## config.mk

```make
export PLATFORM = sky130hd
export DESIGN_NAME = addsub_digit_serial
export DESIGN_NICKNAME = d
export VERILOG_FILES = /design/src/rtl/addsub_digit_serial.sv
export SDC_FILE = /design/constraint.sdc
export NUM_CORES = 1
export LEC_CHECK = 0
export CORE_UTILIZATION = 40
export DETAILED_ROUTE_END_ITERATION = 7
export GPL_TIMING_DRIVEN = 1
export HOLD_SLACK_MARGIN = 0.06
export PLACE_DENSITY = 0.67
export SLEW_MARGIN = 20
export SYNTH_ARGS = -nofsm -noshare
export SYNTH_HDL_FRONTEND = slang
export SYNTH_SLANG_ARGS = --single-unit
```

## constraint.sdc

```tcl
create_clock -name clk -period 4.2 [get_ports clk]
set_clock_uncertainty 0.15 [all_clocks]
set_input_delay 1.05 -clock clk [delete_from_list [all_inputs] [get_ports clk]]
set_output_delay 1.05 -clock clk [all_outputs]
set_load 0.1 [all_outputs]
```

## src/rtl/addsub_digit_serial.sv

```systemverilog
// Digit-serial two's-complement adder/subtractor: WIDTH-bit operands processed
// DIGIT bits per clock through a ripple full-adder digit, with valid/ready handshakes.
module addsub_digit_serial #(
    parameter int WIDTH = 16,
    parameter int DIGIT = 4
) (
    input  logic             clk,
    input  logic             rst_n,
    input  logic             in_valid,
    output logic             in_ready,
    input  logic [WIDTH-1:0] a,
    input  logic [WIDTH-1:0] b,
    input  logic             sub,
    output logic             out_valid,
    input  logic             out_ready,
    output logic [WIDTH-1:0] result,
    output logic             carry,
    output logic             overflow,
    output logic             zero,
    output logic             negative
);

    localparam int NDIG = WIDTH / DIGIT;
    localparam int CW   = (NDIG > 1) ? $clog2(NDIG) : 1;

    typedef enum logic [1:0] {
        IDLE,
        BUSY,
        DONE
    } state_t;

    state_t           state;
    logic [WIDTH-1:0] a_q;
    logic [WIDTH-1:0] b_q;      // B already inverted for subtraction
    logic             cy;       // running carry between digits
    logic [CW-1:0]    cnt;

    logic [DIGIT-1:0] s_dig;
    logic             c_dig;
    logic [WIDTH-1:0] res_nxt;
    logic             last;

    // Ripple the current digit; res_nxt is the result with this digit written in.
    // NOTE: every combinational output gets a default first, so no path can infer a latch.
    always_comb begin
        logic c;
        logic ai;
        logic bi;
        c     = cy;
        s_dig = '0;
        for (int i = 0; i < DIGIT; i++) begin
            ai       = a_q[int'(cnt) * DIGIT + i];
            bi       = b_q[int'(cnt) * DIGIT + i];
            s_dig[i] = ai ^ bi ^ c;
            c        = (ai & bi) | (c & (ai ^ bi));
        end
        c_dig   = c;
        res_nxt = result;
        res_nxt[int'(cnt) * DIGIT +: DIGIT] = s_dig;
        last    = (int'(cnt) == NDIG - 1);
    end

    // NOTE: operand registers are not reset; they are only read after a capture,
    // so keeping them out of the reset path saves reset fan-out at no risk.
    always_ff @(posedge clk) begin
        if (in_valid && in_ready) begin
            a_q <= a;
            b_q <= b ^ {WIDTH{sub}};
        end
    end

    // NOTE: all state is updated with non-blocking assignments so every register
    // sees the pre-edge values of the others, independent of statement order.
    always_ff @(posedge clk) begin
        if (!rst_n) begin
            state     <= IDLE;
            in_ready  <= 1'b1;
            out_valid <= 1'b0;
            cnt       <= '0;
            cy        <= 1'b0;
            result    <= '0;
            carry     <= 1'b0;
            overflow  <= 1'b0;
            zero      <= 1'b0;
            negative  <= 1'b0;
        end else begin
            case (state)
                IDLE: begin
                    if (in_valid && in_ready) begin
                        cy       <= sub;
                        cnt      <= '0;
                        in_ready <= 1'b0;
                        state    <= BUSY;
                    end
                end
                BUSY: begin
                    result <= res_nxt;
                    cy     <= c_dig;
                    if (last) begin
                        carry     <= c_dig;
                        overflow  <= (a_q[WIDTH-1] == b_q[WIDTH-1]) &&
                                     (res_nxt[WIDTH-1] != a_q[WIDTH-1]);
                        zero      <= (res_nxt == '0);
                        negative  <= res_nxt[WIDTH-1];
                        out_valid <= 1'b1;
                        state     <= DONE;
                    end else begin
                        cnt <= cnt + CW'(1);
                    end
                end
                DONE: begin
                    if (out_ready) begin
                        out_valid <= 1'b0;
                        in_ready  <= 1'b1;
                        state     <= IDLE;
                    end
                end
                default: begin
                    out_valid <= 1'b0;
                    in_ready  <= 1'b1;
                    state     <= IDLE;
                end
            endcase
        end
    end

endmodule

```

-- Word level (Yosys, flattened, before mapping)
Cells that the tools add are included.
- word-level logic and storage cells: 104
- output and inout bits: 22
- bits in registers: 59
- input bits: 37
- add/subtract/negate cells: 5
- multiplexer cells: 38
- bitwise gates (word level): 23
- reductions and logical operators: 11
- shift operators: 2
- equality and inequality tests: 9
- order comparisons: 4
- operator list (cell ; count):
    negator 4 -> 33 bit ; 1
    variable shift 4 x 33 -> 16 bit (first input constant) ; 1
    variable part select 4 x 33 -> 16 bit ; 1
    binary-select mux 1 bit (select 4 bit) ; 6
    2-to-1 mux 1 bit ; 19
    bitwise mux 16 bit ; 1
    logical NOT 16 bit ; 1
    bitwise XOR 16 bit ; 1
    < comparator 5 bit (second input constant) ; 3
    AND reduction 3 bit ; 4
    adder 4 x 2 -> 5 bit (second input constant) ; 2
    2-to-1 mux 2 bit ; 5
    bitwise AND 1 bit ; 8
    inequality test 2 bit (second input constant) ; 4
    bitwise XOR 1 bit ; 8
    case mux 1 bit (3 select lines) ; 2
    case mux 2 bit (3 select lines) ; 1
    adder 4 x 1 -> 5 bit (second input constant) ; 1
    < comparator 4 x 5 -> 1 bit (second input constant) ; 1
    binary-select mux 1 bit (select 2 bit) ; 2
    == test 2 x 1 -> 1 bit (second input constant) ; 2
    bitwise OR 1 bit ; 4
    case mux 2 bit (2 select lines) ; 1
    AND reduction 2 bit ; 2
    9 further kinds ; 11

-- Logic depth before layout (Yosys ltp)
- word-level depth: 14
- gate-level depth with buffers: 15
- mapped depth without buffers: 13

-- Least setup slack after synthesis
Ideal clock, no wire load.
- path kind: register -> register
- start point: reg cnt[0]
- end point: reg zero
- data required time: 3933 ps
- arrival time: 3170 ps
- buffers on the path: 2
- cell stages (with the launch flop): 16
- clock period less this slack: 3437 ps
- library setup time: 117 ps
- slack: 763 ps
- cell sequence: dfxtp_1 -> buf_6 -> buf_4 -> mux4_2 -> inv_1 -> fa_1 -> inv_1 -> fa_1 -> inv_1 -> fa_1 -> inv_1 -> fa_1 -> nor2b_1 -> a31oi_1 -> a211oi_2 -> a32o_1
- longest elaborated chain between the ends: 13
- elaborated cells between the ends (all ways): 49
- classes of those cells: add/sub (4); eq/ne (1); shift (2); mux (23); bitwise (17); reduce/logical (2)
- ends and longest elaborated chain (element ; line ; source):
    start, declared ; 36 ; logic [CW-1:0] cnt;
    start signal, assigned ; 108 ; cnt <= cnt + CW'(1);
    adder 4 x 1 -> 5 bit, or another cell as far along ; 52, 53 ;
    binary-select mux 1 bit (select 4 bit), or another cell as far along ; 52 ; ai = a_q[int'(cnt) * DIGIT + i];
    2-to-1 mux 1 bit (not written as such), or another cell as far along (2 in series) ; 52 ;
    bitwise XOR 1 bit / bitwise OR 1 bit (equally long branches) ; 54, 55 ;
    bitwise AND 1 bit ; 55 ; c = (ai & bi) | (c & (ai ^ bi));
    bitwise OR 1 bit ; 55 ;
    bitwise AND 1 bit ; 55 ;
    bitwise OR 1 bit ; 55 ;
    bitwise XOR 1 bit ; 54 ; s_dig[i] = ai ^ bi ^ c;
    variable part select 4 x 33 -> 16 bit ; 59 ; res_nxt[int'(cnt) * DIGIT +: DIGIT] = s_dig;
    bitwise mux 16 bit ; 59 ;
    logical NOT 16 bit ; 103 ; zero <= (res_nxt == '0);
    end signal, assigned ; 103 ;
    end, declared ; 19 ; output logic zero,
Several ways; a longest one is shown, not always the timed one. The select of a mux whose other input is x is not followed.
A chain may end at the register's enable or synchronous reset.

-- Final worst setup path
Ends and elaborated chain as after synthesis.

==> out/qor.txt <==
outcome - complete, no violations
switching pwr - 0.0003719 W
Slew headroom - 0.3405
Max Slew Vio Count - 0
CTS Buf Count - 9
DR WL/cell - 13.90 um
nets - 333
Max FO, Critical Path - 18
vias - 1901
Register Area - 1501 um^2
share of layout cells above drive strength 1 - 0.09966
critical path startpoint - cnt[0]
Overall Global Routing Usage - 0.1636
cts repair resizes - 0
combinational power share - 0.192
Total Negative Setup Slacks - 0 ps
first-pass GRT wire length - 9.149 mm
fin crit share - 0.8188
CTS tree - yes
total grt overflow - 0
Die Span Y - 85.76 um
syn nets - 271
Max Cap Viol - 0
synthesis warning total - 0
fmax - 290.8 MHz
antenna viol nets, final - 0
Startpoint Class - flip-flop
drt first pass iters - 4
pin count of the biggest net entering global routing - 34
P_leak - 1.279 nW
Hold Fails Final Rpt - 0
initial antenna violation count - 0
DP HPWL - 3.880 mm
Finish-stage setup viols - 0
sequential area share after synthesis - 0.5350
min-delay worst type - reg2reg
Boundary Pins - 59
Reg power frac - 0.471
synthesis-to-layout area growth - 30.32%
fillers - 591
Worst-Margin Slew - 986.2 ps
CTS sink cnt - 59
arrival time worst endpoint - 3520 ps
path depth of the worst reg2reg path - 11
syn avg cell area - 12.53 um^2
Netlist cell types - 47
Net Sw Frac - 0.2650
Post-route DRC - 0
clock latency at the later pin of the worst-skew pair - 340 ps
RSZ-0062 raised after global routing - no
Core Area - 6794 um^2
Crit. End Element - flip-flop
multi-input logic area - 1191 um^2
HP Start - carry
Min-Delay Path Depth - 2
fin crit period - 3439 ps
maximum vdd ir drop - 0.0001742 V
Synth Cell Area - 2806 um^2
die area - 7355 um^2
Initial Util - 0.4131
worst flop-to-flop path startpoint - cnt[0]
dominant synthesized flop cell - edfxtp_1
CTS root buffer - clkbuf_8
WP data required - 4280 ps
vias per cell - 4.912
Pint - 0.001032 W
CTS H-Tree Depth - 3
Final Util - 0.5383
GPL Wtd Cong - 0.8277
vias in the first global route - 1884
ys async rst share - 0
slowest CP cell - fa_1
synthesis-stage register bit count - 59
ant diodes - 0
CTS Hold Bufs - 0
path type of the worst setup path - reg2reg
Power per Cell Area - 383.8 nW/um^2
starting DRC count in detailed routing - 103
cells after synthesis - 224
Clk network pwr share - 0.337
post-CTS setup buffers - 0
Clock Pin Slew Worst Setup and Hold Paths - 60 ps
# rows - 30
port bufs - 58
CP max stage delay - 630 ps
Top cell by count, worst path - fa_1
final wirelength - 5.379 mm
Die X - 85.76 um
EDFF count, synth - 32
Clock Tree Buf Depth - 2
crit-path cells - buf_4 -> mux4_2 -> fa_1 -> inv_1 -> fa_1 -> inv_1 -> fa_1 -> nor2b_1 -> a31oi_1 -> a211oi_2 -> a32o_1
-- worst paths after layout --
path,end,slack (ps)
worst max-delay path,zero,760
worst min-delay path,carry,310
worst max register to register,zero,760
worst min register to register,carry,310
-- worst max-delay path, delay by kind of cell (launching register included) --
kind            cells  cell delay [ps]
buf+inv             3              400
simple gates        1              110
flops               1              390
compound gates      3              510
fa+ha+maj           3             1210
mux                 1              550
-- sequential cells by signal, summed over array words and instances (netlist names), 2 cells and up --
signal / count
a_q: 16
b_q: 16
state: 2
cnt: 2
result: 16
-- routing by layer --
layer,global-route usage,vias to the layer above,wire length [um]
met4,0.05909,0,78
met3,0.05294,7,293
met5,0,-,0
met2,0.2465,63,2415
met1,0.2218,890,2591
li1,-,941,-
-- power groups by stage --
stage	logic (W)	clock network [W]	registers [W]
global route	0.000292	0.000509	0.000664
floorplan	0.000152	0	0.000702
CTS	0.000269	0.000485	0.000661
global placement	0.000265	0	0.000672
finish	0.000270	0.000473	0.000661
detailed placement	0.000268	0	0.000674
-- placed cells by master, fill, tap and decap left out, types with 2 or more instances in the layout --
| cell type | n |
|---|---|
| a32oi_1 | 7 |
| dfxtp_1 | 27 |
| a21boi_1 | 2 |
| nor2b_1 | 20 |
| nor3b_1 | 2 |
| nand3b_1 | 2 |
| nand2_1 | 13 |
| xor2_1 | 16 |
| o21ai_1 | 2 |
| and4bb_4 | 2 |
| fa_1 | 4 |
| nand2b_1 | 4 |
| nor2_1 | 6 |
| a21oi_1 | 3 |
| inv_1 | 14 |
| clkbuf_8 | 9 |
| buf_4 | 4 |
| ha_1 | 6 |
| a31oi_1 | 2 |
| edfxtp_1 | 32 |
| clkbuf_1 | 2 |
| mux2_1 | 2 |
| mux4_2 | 8 |
| o21ai_0 | 2 |
| a22oi_1 | 10 |
| and2_1 | 2 |
| clkinv_1 | 3 |
| clkdlybuf4s50_1 | 58 |
| nor3_1 | 4 |
| nor4_1 | 3 |
-- kinds of logic (layout without fill, tap and decap cells) --
kind of cell / count (synthesis) / in the layout / synth area share
adder cells (fa/ha/maj): 10 / 10 / 0.05528
multiplexers: 11 / 11 / 0.07579
AND/OR/NAND/NOR: 62 / 62 / 0.1324
AO/OA/AOI/OAI: 40 / 40 / 0.1110
flip-flops: 59 / 59 / 0.5350
buffers and inverters: 26 / 93 / 0.04057
XOR/XNOR: 16 / 16 / 0.04993
-- through the flow --
stage | total power (W) | worst slack (ps) | std cells | hold WS [ps] | instance area [um^2]
3_3_place_gp | 0.0009372 | 844.8 | 371 | 302.6 | 3480
4_1_cts | 0.001415 | 765.3 | 387 | 319.5 | 3657
3_5_place_dp | 0.0009418 | 780.0 | 371 | 306.8 | 3480
6_report | 0.001404 | 761.1 | 387 | 312.9 | 3657
2_1_floorplan | 0.0008535 | 762.6 | 224 | 392.5 | 2806
5_1_grt | 0.001465 | 591.8 | 387 | 363.7 | 3657
-- layout make-up --
type,count,area share
multi-input combinational,139,0.3257
clock inverter,5,0.01266
timing repair buffer,62,0.1670
tap,96,0.03284
inverter,15,0.01540
sequential,59,0.4105
clock buffer,11,0.03592
-- cells in the mapped netlist, types with 2 or more instances --
master / number / area share
o21ai_0: 2 / 0.0036
buf_2: 4 / 0.0071
edfxtp_1: 32 / 0.34
nor2_1: 6 / 0.0080
xor2_1: 16 / 0.050
nand3b_1: 2 / 0.0053
fa_1: 4 / 0.029
a21boi_1: 2 / 0.0053
nor4_1: 3 / 0.0067
and2_1: 2 / 0.0045
dfxtp_1: 27 / 0.19
nor3_1: 4 / 0.0071
inv_1: 14 / 0.019
nor2b_1: 20 / 0.045
clkbuf_1: 5 / 0.0067
and4bb_4: 2 / 0.012
a31oi_1: 2 / 0.0045
o21ai_1: 2 / 0.0036
mux4_2: 8 / 0.064
nand2b_1: 4 / 0.0089
nor3b_1: 2 / 0.0053
mux2_1: 2 / 0.0080
a22oi_1: 10 / 0.027
nand2_1: 13 / 0.017
a21oi_1: 3 / 0.0053
ha_1: 6 / 0.027
a32oi_1: 7 / 0.022
Power figures use the tool's default switching activity.
